<file path="config.mk">
export PLATFORM = sky130hd
export DESIGN_NAME = mem_arbiter_flat
export DESIGN_NICKNAME = d
export VERILOG_FILES = /design/src/rtl/mem_arbiter_if.sv /design/src/rtl/mem_arbiter.sv /design/src/flat_wrapper.sv
export SDC_FILE = /design/constraint.sdc
export NUM_CORES = 1
export LEC_CHECK = 0
export ABC_AREA = 1
export CELL_PAD_IN_SITES_DETAIL_PLACEMENT = 1
export CELL_PAD_IN_SITES_GLOBAL_PLACEMENT = 1
export CORE_MARGIN = 2
export CORE_UTILIZATION = 45
export DETAILED_ROUTE_END_ITERATION = 6
export DONT_BUFFER_PORTS = 1
export PLACE_DENSITY_LB_ADDON = 0.1
export RECOVER_POWER = 100
export SYNTH_ARGS = -nofsm -noshare
export SYNTH_HDL_FRONTEND = slang
export SYNTH_SLANG_ARGS = --single-unit
</file>
<file path="constraint.sdc">
create_clock -name clk -period 5.2 [get_ports clk]
set_input_delay 1.56 -clock clk [delete_from_list [all_inputs] [get_ports clk]]
set_output_delay 1.56 -clock clk [all_outputs]
set_load 0.05 [all_outputs]
</file>
<file path="src/rtl/mem_arbiter_if.sv">
// ---------------------------------------------------------------------------
// mem_arbiter_if
//
// Bundles every handshake and memory-bus signal of mem_arbiter so the core
// side and the memory side can be wired with one connection.
//
// Signal groups:
//   fetch requester : if_req, if_addr -> if_gnt, if_valid, if_rdata
//   data requester  : d_req, d_we, d_func3, d_addr, d_wdata
//                     -> d_gnt, d_valid, d_rdata, d_err
//   memory port     : m_read, m_write, m_addr, m_func3, m_wdata <- m_rdata
//
// Modports:
//   slave  : the arbiter's view (serves the requesters, drives the memory)
//   master : the surrounding system's view (requesters plus memory)
// ---------------------------------------------------------------------------
interface mem_arbiter_if;

    // Fetch requester
    logic        if_req;
    logic [7:0]  if_addr;
    logic        if_gnt;
    logic        if_valid;
    logic [31:0] if_rdata;

    // Load/store requester
    logic        d_req;
    logic        d_we;
    logic [2:0]  d_func3;
    logic [7:0]  d_addr;
    logic [31:0] d_wdata;
    logic        d_gnt;
    logic        d_valid;
    logic [31:0] d_rdata;
    logic        d_err;

    // Unified memory port
    logic        m_read;
    logic        m_write;
    logic [7:0]  m_addr;
    logic [2:0]  m_func3;
    logic [31:0] m_wdata;
    logic [31:0] m_rdata;

    modport slave (
        input  if_req,
        input  if_addr,
        output if_gnt,
        output if_valid,
        output if_rdata,
        input  d_req,
        input  d_we,
        input  d_func3,
        input  d_addr,
        input  d_wdata,
        output d_gnt,
        output d_valid,
        output d_rdata,
        output d_err,
        output m_read,
        output m_write,
        output m_addr,
        output m_func3,
        output m_wdata,
        input  m_rdata
    );

    modport master (
        output if_req,
        output if_addr,
        input  if_gnt,
        input  if_valid,
        input  if_rdata,
        output d_req,
        output d_we,
        output d_func3,
        output d_addr,
        output d_wdata,
        input  d_gnt,
        input  d_valid,
        input  d_rdata,
        input  d_err,
        input  m_read,
        input  m_write,
        input  m_addr,
        input  m_func3,
        input  m_wdata,
        output m_rdata
    );

endinterface

</file>
<file path="src/rtl/mem_arbiter.sv">
// ---------------------------------------------------------------------------
// mem_arbiter
//
// Shares a single-port 256-byte unified memory between the instruction-fetch
// requester and the load/store requester. Every access occupies exactly one
// memory cycle:
//   edge 0 : request sampled, payload latched, *_gnt pulsed, memory driven
//   edge 1 : m_rdata captured into *_rdata, *_valid pulsed
// A new grant may be issued at the same edge that completes the previous
// access, so the memory can be busy every cycle.
//
// Data requests win over fetch, except that after FETCH_STARVE_MAX
// consecutive data grants issued while fetch is waiting, fetch gets the next
// slot.
//
// Ports:
//   clk   : system clock, rising edge
//   reset : asynchronous, active-high; clears every output immediately
//   bus   : mem_arbiter_if.slave (requester handshakes plus memory port)
//
// Parameters:
//   FETCH_STARVE_MAX : consecutive data grants tolerated while if_req is
//                      pending (1..15)
//
// Build option:
//   MEM_ARB_ALIGN_CHECK_EN : when defined, misaligned halfword/word data
//                            accesses are granted but never reach the
//                            memory; they complete with d_err=1 and
//                            d_rdata=0. When undefined d_err stays 0 and all
//                            addresses are forwarded unchanged.
// ---------------------------------------------------------------------------
module mem_arbiter #(
    parameter int unsigned FETCH_STARVE_MAX = 4
) (
    input  logic         clk,
    input  logic         reset,
    mem_arbiter_if.slave bus
);

    localparam logic [3:0] STARVE_MAX_C = 4'(FETCH_STARVE_MAX);
    localparam logic [2:0] FUNC3_WORD_C = 3'b010;

    typedef enum logic [1:0] {
        IDLE  = 2'b00,
        ACC_I = 2'b01,
        ACC_D = 2'b10
    } state_t;

    state_t      state_r;
    logic [3:0]  starve_r;   // data grants issued while fetch kept waiting
    logic        we_r;       // access in flight is a store
    logic        misal_r;    // access in flight was rejected as misaligned

    logic        grant_d_s;
    logic        grant_i_s;
    logic        misal_s;

`ifdef MEM_ARB_ALIGN_CHECK_EN
    // Halfword codes need an even address, word needs a multiple of four;
    // byte accesses and undefined codes are never flagged.
    function automatic logic is_misaligned(input logic [2:0] func3,
                                           input logic [7:0] addr);
        logic bad;
        case (func3)
            3'b001, 3'b101: bad = addr[0];
            3'b010:         bad = (addr[1:0] != 2'b00);
            default:        bad = 1'b0;
        endcase
        return bad;
    endfunction
`endif

    // Slot owner for the next cycle: data unless fetch has been starved long
    // enough; a request still high right after its grant counts as a new one.
    always_comb begin
        grant_d_s = 1'b0;
        grant_i_s = 1'b0;
        if (bus.d_req && (!bus.if_req || (starve_r < STARVE_MAX_C))) begin
            grant_d_s = 1'b1;
        end else if (bus.if_req) begin
            grant_i_s = 1'b1;
        end else begin
            grant_d_s = 1'b0;
            grant_i_s = 1'b0;
        end
    end

    // Alignment classification of the data payload currently presented.
    always_comb begin
        misal_s = 1'b0;
`ifdef MEM_ARB_ALIGN_CHECK_EN
        misal_s = is_misaligned(bus.d_func3, bus.d_addr);
`endif
    end

    // Arbiter FSM: grants, memory drive, response capture and starve count,
    // all registered so every output is glitch-free.
    always_ff @(posedge clk or posedge reset) begin
        if (reset) begin
            state_r      <= IDLE;
            starve_r     <= 4'd0;
            we_r         <= 1'b0;
            misal_r      <= 1'b0;
            bus.if_gnt   <= 1'b0;
            bus.if_valid <= 1'b0;
            bus.if_rdata <= 32'd0;
            bus.d_gnt    <= 1'b0;
            bus.d_valid  <= 1'b0;
            bus.d_rdata  <= 32'd0;
            bus.d_err    <= 1'b0;
            bus.m_read   <= 1'b0;
            bus.m_write  <= 1'b0;
            bus.m_addr   <= 8'd0;
            bus.m_func3  <= FUNC3_WORD_C;
            bus.m_wdata  <= 32'd0;
        end else begin
            // Pulses default low; m_addr/m_func3/m_wdata hold when idle.
            bus.if_gnt   <= 1'b0;
            bus.d_gnt    <= 1'b0;
            bus.if_valid <= 1'b0;
            bus.d_valid  <= 1'b0;
            bus.d_err    <= 1'b0;
            bus.m_read   <= 1'b0;
            bus.m_write  <= 1'b0;

            // Complete the access that occupied the memory this cycle.
            case (state_r)
                ACC_I: begin
                    bus.if_rdata <= bus.m_rdata;
                    bus.if_valid <= 1'b1;
                end
                ACC_D: begin
                    bus.d_valid <= 1'b1;
                    if (misal_r) begin
`ifdef MEM_ARB_ALIGN_CHECK_EN
                        bus.d_err <= 1'b1;
`else
                        bus.d_err <= 1'b0;
`endif
                        bus.d_rdata <= 32'd0;
                    end else if (!we_r) begin
                        bus.d_rdata <= bus.m_rdata;
                    end else begin
                        // Stores leave the last load result visible.
                        bus.d_rdata <= bus.d_rdata;
                    end
                end
                default: begin
                    bus.if_rdata <= bus.if_rdata;
                    bus.d_rdata  <= bus.d_rdata;
                end
            endcase

            // Start the next access, possibly back-to-back.
            if (grant_d_s) begin
                state_r     <= ACC_D;
                bus.d_gnt   <= 1'b1;
                we_r        <= bus.d_we;
                misal_r     <= misal_s;
                bus.m_addr  <= bus.d_addr;
                bus.m_func3 <= bus.d_func3;
                bus.m_wdata <= bus.d_wdata;
                // A rejected access must leave the memory untouched.
                bus.m_read  <= ~bus.d_we & ~misal_s;
                bus.m_write <= bus.d_we & ~misal_s;
            end else if (grant_i_s) begin
                state_r     <= ACC_I;
                bus.if_gnt  <= 1'b1;
                we_r        <= 1'b0;
                misal_r     <= 1'b0;
                bus.m_addr  <= bus.if_addr;
                bus.m_func3 <= FUNC3_WORD_C;
                bus.m_read  <= 1'b1;
            end else begin
                state_r     <= IDLE;
                we_r        <= 1'b0;
                misal_r     <= 1'b0;
            end

            // Starvation tracking only matters while fetch is waiting.
            if (grant_d_s && bus.if_req) begin
                if (starve_r >= STARVE_MAX_C) begin
                    starve_r <= STARVE_MAX_C;
                end else begin
                    starve_r <= starve_r + 4'd1;
                end
            end else if (grant_i_s || !bus.if_req) begin
                starve_r <= 4'd0;
            end else begin
                starve_r <= starve_r;
            end
        end
    end

endmodule

</file>
<file path="src/flat_wrapper.sv">
// flat-port wrapper written by rule: the top's interface ports become plain ports
module mem_arbiter_flat 
#(
    parameter int unsigned FETCH_STARVE_MAX = 4
)
  (clk, reset, bus_if_req, bus_if_addr, bus_if_gnt, bus_if_valid, bus_if_rdata, bus_d_req, bus_d_we, bus_d_func3, bus_d_addr, bus_d_wdata, bus_d_gnt, bus_d_valid, bus_d_rdata, bus_d_err, bus_m_read, bus_m_write, bus_m_addr, bus_m_func3, bus_m_wdata, bus_m_rdata);
  mem_arbiter_if bus_i ();
  input  logic clk;
  input  logic reset;
  input wire logic [$bits(bus_i.if_req)-1:0] bus_if_req;
  input wire logic [$bits(bus_i.if_addr)-1:0] bus_if_addr;
  output wire logic [$bits(bus_i.if_gnt)-1:0] bus_if_gnt;
  output wire logic [$bits(bus_i.if_valid)-1:0] bus_if_valid;
  output wire logic [$bits(bus_i.if_rdata)-1:0] bus_if_rdata;
  input wire logic [$bits(bus_i.d_req)-1:0] bus_d_req;
  input wire logic [$bits(bus_i.d_we)-1:0] bus_d_we;
  input wire logic [$bits(bus_i.d_func3)-1:0] bus_d_func3;
  input wire logic [$bits(bus_i.d_addr)-1:0] bus_d_addr;
  input wire logic [$bits(bus_i.d_wdata)-1:0] bus_d_wdata;
  output wire logic [$bits(bus_i.d_gnt)-1:0] bus_d_gnt;
  output wire logic [$bits(bus_i.d_valid)-1:0] bus_d_valid;
  output wire logic [$bits(bus_i.d_rdata)-1:0] bus_d_rdata;
  output wire logic [$bits(bus_i.d_err)-1:0] bus_d_err;
  output wire logic [$bits(bus_i.m_read)-1:0] bus_m_read;
  output wire logic [$bits(bus_i.m_write)-1:0] bus_m_write;
  output wire logic [$bits(bus_i.m_addr)-1:0] bus_m_addr;
  output wire logic [$bits(bus_i.m_func3)-1:0] bus_m_func3;
  output wire logic [$bits(bus_i.m_wdata)-1:0] bus_m_wdata;
  input wire logic [$bits(bus_i.m_rdata)-1:0] bus_m_rdata;
  assign bus_i.if_req = bus_if_req;
  assign bus_i.if_addr = bus_if_addr;
  assign bus_if_gnt = bus_i.if_gnt;
  assign bus_if_valid = bus_i.if_valid;
  assign bus_if_rdata = bus_i.if_rdata;
  assign bus_i.d_req = bus_d_req;
  assign bus_i.d_we = bus_d_we;
  assign bus_i.d_func3 = bus_d_func3;
  assign bus_i.d_addr = bus_d_addr;
  assign bus_i.d_wdata = bus_d_wdata;
  assign bus_d_gnt = bus_i.d_gnt;
  assign bus_d_valid = bus_i.d_valid;
  assign bus_d_rdata = bus_i.d_rdata;
  assign bus_d_err = bus_i.d_err;
  assign bus_m_read = bus_i.m_read;
  assign bus_m_write = bus_i.m_write;
  assign bus_m_addr = bus_i.m_addr;
  assign bus_m_func3 = bus_i.m_func3;
  assign bus_m_wdata = bus_i.m_wdata;
  assign bus_i.m_rdata = bus_m_rdata;
  mem_arbiter #(.FETCH_STARVE_MAX(FETCH_STARVE_MAX)) u_core (.clk(clk), .reset(reset), .bus(bus_i));
endmodule
</file>
==> results of run 1 <==
through the flow:
| stage | std cells | hold slack [ns] | total power, µW |
|---|---|---|---|
| finish | 626 | 0.431 | 3000 |
| global placement | 594 | 0.422 | 1870 |
| global route | 626 | 0.454 | 3120 |
| floorplan | 482 | 0.410 | 1810 |
| detailed placement | 594 | 0.432 | 1890 |
| CTS | 626 | 0.439 | 3050 |
final cells by class:
type,instances,area (µm²)
fillers,1133,4760
clock inverters,10,128
repair buffers,4,20.0
inverters,50,191
well taps,133,166
multi-input cells,290,1210
flip-flops and latches,117,2930
clock buffers,22,463
sequential cells by signal, indices dropped and copies added (netlist names):
register,cells
u_core.bus.d_gnt,1
u_core.bus.d_rdata,32
u_core.bus.d_valid,1
u_core.bus.if_rdata,32
u_core.bus.if_valid,1
u_core.bus.m_addr,8
u_core.bus.m_func3,3
u_core.bus.m_read,1
u_core.bus.m_wdata,32
u_core.starve_r,4
u_core.state_r,1
u_core.we_r,1
routing by layer:
metal	vias up	part of all wire	wire (µm)	global-route usage
met5	-	0	0	0
met4	0	0.013	148	0.0619
met3	15	0.10	1110	0.113
met2	136	0.49	5420	0.337
met1	1503	0.40	4370	0.245
li1	1479	-	-	-
Yosys cell counts:
| cell | n | area share |
|---|---|---|
| o21ai_1 | 9 | 0.0098 |
| dfstp_2 | 1 | 0.0057 |
| o21ai_0 | 32 | 0.035 |
| o21ai_2 | 24 | 0.046 |
| buf_2 | 11 | 0.012 |
| buf_4 | 2 | 0.0033 |
| nand2_1 | 185 | 0.15 |
| nand3_1 | 17 | 0.018 |
| nand2_2 | 2 | 0.0027 |
| inv_1 | 49 | 0.040 |
| clkbuf_1 | 3 | 0.0024 |
| conb_1 | 1 | 0.00082 |
| ha_1 | 1 | 0.0027 |
| nor2_2 | 1 | 0.0014 |
| nand3b_1 | 1 | 0.0016 |
| inv_4 | 1 | 0.0014 |
| dfrtp_1 | 116 | 0.63 |
| buf_6 | 9 | 0.022 |
| nor3_1 | 1 | 0.0011 |
| nor2_1 | 15 | 0.012 |
cell families (layout without fill, tap and decap cells):
family / Yosys count / count (layout)
buf+inv: 75 / 86
fa+ha+maj: 1 / 1
flops: 117 / 117
other cells: 1 / 2
simple gates: 222 / 222
compound gates: 65 / 65
power by group:
group	internal, µW	switching (µW)
registers	1040	606
logic	64.7	127
clock network	762	396
total	1870	1130
worst min path at each step:
stage                                    from                              to  slack [ns]  cells after the start
3_5_place_dp   u_core.starve_r[0]$_DFFE_PP0P_  u_core.starve_r[0]$_DFFE_PP0P_        0.43                      1
2_1_floorplan  u_core.starve_r[0]$_DFFE_PP0P_  u_core.starve_r[0]$_DFFE_PP0P_        0.41                      1
4_1_cts        u_core.starve_r[0]$_DFFE_PP0P_  u_core.starve_r[0]$_DFFE_PP0P_        0.44                      1
6_report       u_core.starve_r[0]$_DFFE_PP0P_  u_core.starve_r[0]$_DFFE_PP0P_        0.43                      1
3_3_place_gp   u_core.starve_r[0]$_DFFE_PP0P_  u_core.starve_r[0]$_DFFE_PP0P_        0.42                      1
5_1_grt        u_core.starve_r[0]$_DFFE_PP0P_  u_core.starve_r[0]$_DFFE_PP0P_        0.45                      1
==> impl_metrics.ini, run 1 <==
[outcome]
status = finished, violations left
violations = capacitance limit, slew limit

[grt]
antenna_found_initial = 0
grt_pass1_vias = 3481
grt_pass1_wl_um = 18000
grt_max_degree = 66
grt_usage = 0.211
grt-ovfl-total = 0

[detailed_routing]
wirelength_um = 11100
drc = 0
ant_nets = 0
via_per_inst = 5.00
detail_route.first_pass.iterations = 4
via_count = 3133
drt_iter0_drc = 161
post_drt_wl_per_cell_um = 17.7

[critical_path]
endpoint = u_core.bus.m_wdata[3]$_DFFE_PP0N_
critPathMaxFanout = 42
reg2regPathDepth = 5
path_class = in -> reg
cpMostUsedCell = nand2_1
critPathLaunch = bus_if_req
reg2reg_from = u_core.starve_r[3]$_DFFE_PP0P_
cp.depth = 5
timing.rr.end = u_core.bus.m_wdata[3]$_DFFE_PP0N_
critPathRequiredTime_ns = 5.64
slowest_stage = nand2_1
crit_chain = o21ai_0 > nand2_1 > inv_4 > nand2_1 > nand2_1
crit_buf_inv = 1
max_stage_delay_ns = 1.15
critPathCaptureType = flop
start_kind = primary input
cp.arrival_ns = 4.07
crit_family = simple AND/OR/NAND/NOR gates
r2r_slack_ns = 1.73

[clocking]
path_clk_slew_ns = 0.06
cts_htree_levels = 4
cts_resized = 0
clock_sinks = 117
post-cts-setup-buffers = 0
cts_tree = built
cts_hold_buf = 0
cts-root-buf = clkbuf_8
clockBufferDepth = 2
clk_latency_ns = 0.51
cts_buffers = 17

[placed_design]
dp_hpwl_um = 7540
dp_slack_ns = 2.00
dpl_cell_area_um2 = 4620
numPortBuffers = 0
gp_congestion = 0.833

[die]
core_area_um2 = 9860
rows = 36
fp.dieH_um = 105
die_w_um = 105
ios = 202
start_util = 0.466
dieArea_um2 = 11000

[final_layout]
syn2layout_area_growth_pct = 11.0
fin_util = 0.518
final_common_cell = nand2_1
diodes = 0
drive_gt1_frac = 0.0730
layout_common_cells = nand2_1 (186), dfrtp_1 (116), o21ai_0 (64)
nNetsFinal = 569
final_area_um2 = 5110

[synth]
synth_xor_area_frac = 0
synth_top_family_by_area = simple AND/OR/NAND/NOR gates
syn-mean-instance-area_um2 = 9.56
yosysWarnings = 0
synth_fa_ha_area_frac = 0.00272
synth_seq_cells = 117
synthDistinctLibCells = 20
synth_simple_gate_area_frac = 0.188
synthMuxAreaShare = 0
synth_compound_area_frac = 0.0903
netlist_area_um2 = 4600
synth_cells = 481
ys_seq_area_frac = 0.637

[power]
cellLeakagePower_uw = 0.00268
ir_worst_vdd_v = 0.000194
power.density_nw_per_um2 = 587

[timing]
rsz0062_at_grt = no
fmax_ghz = 0.275
period_needed_ns = 3.63
setup_tns_ns = 0
slew-limit-headroom = -0.234
fin_skew_ns = 0.00755
hold_viol = 0
fin_ws_ns = 1.57
tightest_slew_ns = 1.85
setup_violations = 0
min_period_over_period = 0.698
drv_slew = 98

[hold_path]
hold_class = reg -> reg

[flow_run]
max_cap_viol_count = 2
No activity file was read; power rests on OpenSTA's default activity.
==> run 2, diff against run 1 <==
--- a/config.mk
+++ b/config.mk
@@ -9,7 +9,7 @@
 export CELL_PAD_IN_SITES_DETAIL_PLACEMENT = 1
 export CELL_PAD_IN_SITES_GLOBAL_PLACEMENT = 1
 export CORE_MARGIN = 2
-export CORE_UTILIZATION = 45
+export CORE_UTILIZATION = 41
 export DETAILED_ROUTE_END_ITERATION = 6
 export DONT_BUFFER_PORTS = 1
 export PLACE_DENSITY_LB_ADDON = 0.1
==> constraint.sdc (replaced) <==
create_clock -name clk -period 3.32 [get_ports clk]
set_input_delay 0.996 -clock clk [delete_from_list [all_inputs] [get_ports clk]]
set_output_delay 0.996 -clock clk [all_outputs]
set_load 0.05 [all_outputs]
==> impl_metrics.ini, run 2 (same netlist as run 1, synthesis figures left out) <==
[timing]
slew-limit-headroom = -0.0415
setup_tns_ns = 0
setup_violations = 0
tightest_slew_ns = 1.56
rsz0062_at_grt = no
hold_viol = 0
drv_slew = 118
fin_skew_ns = 0.00515
period_needed_ns = 2.44
min_period_over_period = 0.735
whs_ns = 0.444
fmax_ghz = 0.410

[power]
power_switching_uw = 1750
power.density_nw_per_um2 = 908
power_frac_clock = 0.383
cellLeakagePower_uw = 0.00269
swShare = 0.376
seqPwrFrac = 0.553
combPwrFrac = 0.063
ir_worst_vdd_v = 0.000435
p_int_uw = 2910

[clocking]
clk_latency_ns = 0.51
clock_sinks = 117
cts_htree_levels = 4
cts_hold_buf = 0
cts_tree = built
cts_resized = 0
cts-root-buf = clkbuf_8
path_clk_slew_ns = 0.05
cts_buffers = 17
post-cts-setup-buffers = 0
clockBufferDepth = 2

[die]
start_util = 0.423
ios = 202
rows = 38
core_area_um2 = 10900
dieArea_um2 = 12100
die_w_um = 110
fp.dieH_um = 110

[final_layout]
drive_gt1_frac = 0.0832
nNetsFinal = 569
final_common_cell = nand2_1
fin_util = 0.471
fin_cells = 633
final_area_um2 = 5130
layout_common_cells = nand2_1 (185), dfrtp_1 (116), o21ai_0 (64)
diodes = 0
fillCellCount = 1259
top_regs = u_core.bus.d_rdata (32), u_core.bus.if_rdata (32), u_core.bus.m_wdata (32)
syn2layout_area_growth_pct = 11.5

[grt]
grt_pass1_wl_um = 16900
grt-ovfl-total = 0
grt_max_degree = 118
grt_usage = 0.187
grt_pass1_vias = 3384
antenna_found_initial = 0

[placed_design]
numPortBuffers = 0
dpl_cell_area_um2 = 4650
gp_congestion = 0.735
dp_cells = 601
dp_hpwl_um = 7320

[detailed_routing]
ant_nets = 0
via_count = 3113
via_per_inst = 4.92
drt_iter0_drc = 146
wirelength_um = 10800
post_drt_wl_per_cell_um = 17.0
detail_route.first_pass.iterations = 4
drc = 0

[hold_path]
hold_class = reg -> reg

[outcome]
status = finished, violations left
violations = capacitance limit, slew limit

[critical_path]
critPathCaptureType = flop
start_kind = flop
critPathRequiredTime_ns = 3.70
path_class = reg -> reg
critPathMaxFanout = 36
cp.arrival_ns = 2.82

[flow_run]
max_cap_viol_count = 1
-- run 2: cell types whose count changed in the layout (fill, tap and decap cells not counted), sizes merged --
cell    before  now
buf          1    2
bufinv       3    2
-- run 2: path summary, 6_finish.rpt --
path | start | endpoint | slack, ns | cells after the start
max in group asynchronous | reset | u_core.bus.d_rdata[21]$_DFFE_PP0P_ | 1.40 | 2
min in group asynchronous | reset | u_core.state_r[0]$_DFF_PP0_ | 0.95 | 2
min reg2reg | u_core.starve_r[0]$_DFFE_PP0P_ | u_core.starve_r[0]$_DFFE_PP0P_ | 0.44 | 1
min | u_core.starve_r[0]$_DFFE_PP0P_ | u_core.starve_r[0]$_DFFE_PP0P_ | 0.44 | 1
max reg2reg | u_core.starve_r[3]$_DFFE_PP0P_ | u_core.bus.m_addr[1]$_DFFE_PP0P_ | 0.88 | 5
max | u_core.starve_r[3]$_DFFE_PP0P_ | u_core.bus.m_addr[1]$_DFFE_PP0P_ | 0.88 | 5
-- run 2: final cells by class --
type | instances | area (µm²) | area share
Inverter | 50 | 191 | 0.0373
Timing Repair Buffer | 4 | 27.5 | 0.00536
Clock inverter | 9 | 97.6 | 0.0190
Sequential cell | 117 | 2930 | 0.571
Multi-Input combinational cell | 290 | 1210 | 0.237
Tap cell | 140 | 175 | 0.0341
Clock buffer | 23 | 497 | 0.0968
-- run 2: critical path: stages, from the launching register on --
cell and delay, ns:
dfrtp_1 0.39, o21ai_0 0.93, nand2_1 0.42, buf_4 0.38
nand2_1 0.10, nand3_1 0.07
-- run 2: stage by stage --
| step | worst slack [ns] | power, µW |
|---|---|---|
| after floorplan | 0.897 | 2840 |
| after global placement | 1.36 | 2930 |
| after detailed placement | 1.31 | 2950 |
| after CTS | 1.08 | 4760 |
| after global routing | 0.635 | 4870 |
| final | 0.881 | 4660 |
-- run 2: power groups by stage --
stage / Clock, µW / Sequential (µW) / Combinational (µW)
floorplan: 0 / 2540 / 297
global placement: 0 / 2610 / 321
detailed placement: 0 / 2610 / 344
CTS: 1830 / 2590 / 345
global route: 1900 / 2610 / 362
finish: 1790 / 2580 / 294
-- run 2: metal layers --
metal / vias up / part of all wire / track usage
li1: 1469 / - / -
met1: 1498 / 0.36 / 0.191
met2: 132 / 0.50 / 0.312
met3: 14 / 0.12 / 0.106
met4: 0 / 0.016 / 0.0814
met5: - / 0 / 0
==> run 3, diff against run 2 <==
==> constraint.sdc (replaced) <==
create_clock -name clk -period 2.17 [get_ports clk]
set_input_delay 0.651 -clock clk [delete_from_list [all_inputs] [get_ports clk]]
set_output_delay 0.651 -clock clk [all_outputs]
set_load 0.05 [all_outputs]
==> impl_metrics.ini, run 3 (same netlist as run 1, synthesis figures left out) <==
[outcome]
status = finished, violations left
violations = capacitance limit, slew limit

[timing]
min_period_over_period = 0.923
whs_ns = 0.241
tightest_slew_ns = 1.55
period_needed_ns = 2.00
slew-limit-headroom = -0.0363
drv_slew = 118
fmax_ghz = 0.499
fin_skew_ns = 0.0141
setup_violations = 0
rsz0062_at_grt = no
setup_tns_ns = 0
hold_viol = 0

[critical_path]
endpoint = bus_m_func3[1]
r2r_slack_ns = 0.36
reg2reg_from = u_core.starve_r[3]$_DFFE_PP0P_
critPathMaxFanout = 2
reg2regPathDepth = 5
critPathLaunch = u_core.bus.m_func3[1]$_DFFE_PP1P_
cp.depth = 0
critPathRequiredTime_ns = 1.52
cp.arrival_ns = 1.35
path_class = reg -> out
critPathCaptureType = primary output
start_kind = flop
timing.rr.end = u_core.bus.m_wdata[17]$_DFFE_PP0N_

[clocking]
cts_hold_buf = 0
cts_tree = built
path_clk_slew_ns = 0.06
post-cts-setup-buffers = 0
clk_latency_ns = 0.52
clockBufferDepth = 2
cts_resized = 0
cts_htree_levels = 4
cts_buffers = 17
cts-root-buf = clkbuf_8
clock_sinks = 117

[detailed_routing]
wirelength_um = 10900
via_per_inst = 4.90
via_count = 3122
post_drt_wl_per_cell_um = 17.0
drt_iter0_drc = 112
ant_nets = 0
detail_route.first_pass.iterations = 4
drc = 0

[final_layout]
syn2layout_area_growth_pct = 11.6
diodes = 0
drive_gt1_frac = 0.0825
final_common_cell = nand2_1
layout_common_cells = nand2_1 (185), dfrtp_1 (116), o21ai_0 (62)
fin_util = 0.472
nNetsFinal = 574
final_area_um2 = 5130
top_regs = u_core.bus.d_rdata (32), u_core.bus.if_rdata (32), u_core.bus.m_wdata (32)
fillCellCount = 1251

[die]
rows = 38
dieArea_um2 = 12100
start_util = 0.423
fp.dieH_um = 110
core_area_um2 = 10900
die_w_um = 110
ios = 202

[placed_design]
gp_congestion = 0.759
dp_hpwl_um = 7430
dpl_cell_area_um2 = 4700
numPortBuffers = 0

[flow_run]
max_cap_viol_count = 1

[hold_path]
hold_class = in -> reg

[grt]
grt_max_degree = 118
grt_pass1_vias = 3363
grt_pass1_wl_um = 17100
grt_usage = 0.190
grt-ovfl-total = 0
antenna_found_initial = 0

[power]
ir_worst_vdd_v = 0.000500
power.density_nw_per_um2 = 1380
cellLeakagePower_uw = 0.00269
-- run 3: cell types whose count changed in the layout (fill, tap and decap cells not counted), sizes merged --
cell	change
buf	+1
clkbuf	+2
bufinv	+1
-- run 3: power by group --
group          leakage, µW  internal (µW)  total, µW  switching (µW)
sequential         0.00144           2490       3930            1430
clock             0.000281           1760       2700             935
combinational     0.000975            157        470             313
total              0.00269           4410       7090            2680
-- run 3: final cells by class --
cell class,count,area (µm²),share of cell area
Timing Repair Buffer,9,53.8,0.0105
Inverter,50,191,0.0373
Clock buffer,21,439,0.0855
Multi-Input combinational cell,290,1210,0.236
Sequential cell,117,2930,0.571
Tap cell,140,175,0.0341
Clock inverter,10,131,0.0256
-- run 3: how the worst min path moves through the flow --
stage / slack, ns / from / depth (start not counted) / to
final: 0.24 / bus_d_wdata[30] / 2 / u_core.bus.m_wdata[30]$_DFFE_PP0N_
after global routing: 0.22 / bus_d_wdata[30] / 2 / u_core.bus.m_wdata[30]$_DFFE_PP0N_
after CTS: 0.22 / reset / 2 / u_core.bus.d_rdata[23]$_DFFE_PP0P_
after detailed placement: 0.44 / u_core.starve_r[0]$_DFFE_PP0P_ / 1 / u_core.starve_r[0]$_DFFE_PP0P_
after global placement: 0.42 / u_core.starve_r[0]$_DFFE_PP0P_ / 1 / u_core.starve_r[0]$_DFFE_PP0P_
after floorplan: 0.41 / u_core.starve_r[0]$_DFFE_PP0P_ / 1 / u_core.starve_r[0]$_DFFE_PP0P_
-- run 3: metrics by stage --
| stage | power, µW | worst slack, ns | cells |
|---|---|---|---|
| floorplan | 4350 | 0.0924 | 482 |
| global placement | 4490 | 0.479 | 606 |
| detailed placement | 4530 | 0.411 | 606 |
| CTS | 7260 | 0.286 | 637 |
| global route | 7440 | 0.132 | 637 |
| finish | 7090 | 0.167 | 637 |
-- run 3: per-layer routing --
metal	wire length (µm)	GRT usage	vias up
met5	0	0	-
met4	191	0.0805	0
met3	1300	0.103	17
met2	5370	0.303	137
met1	4000	0.209	1492
li1	-	-	1476
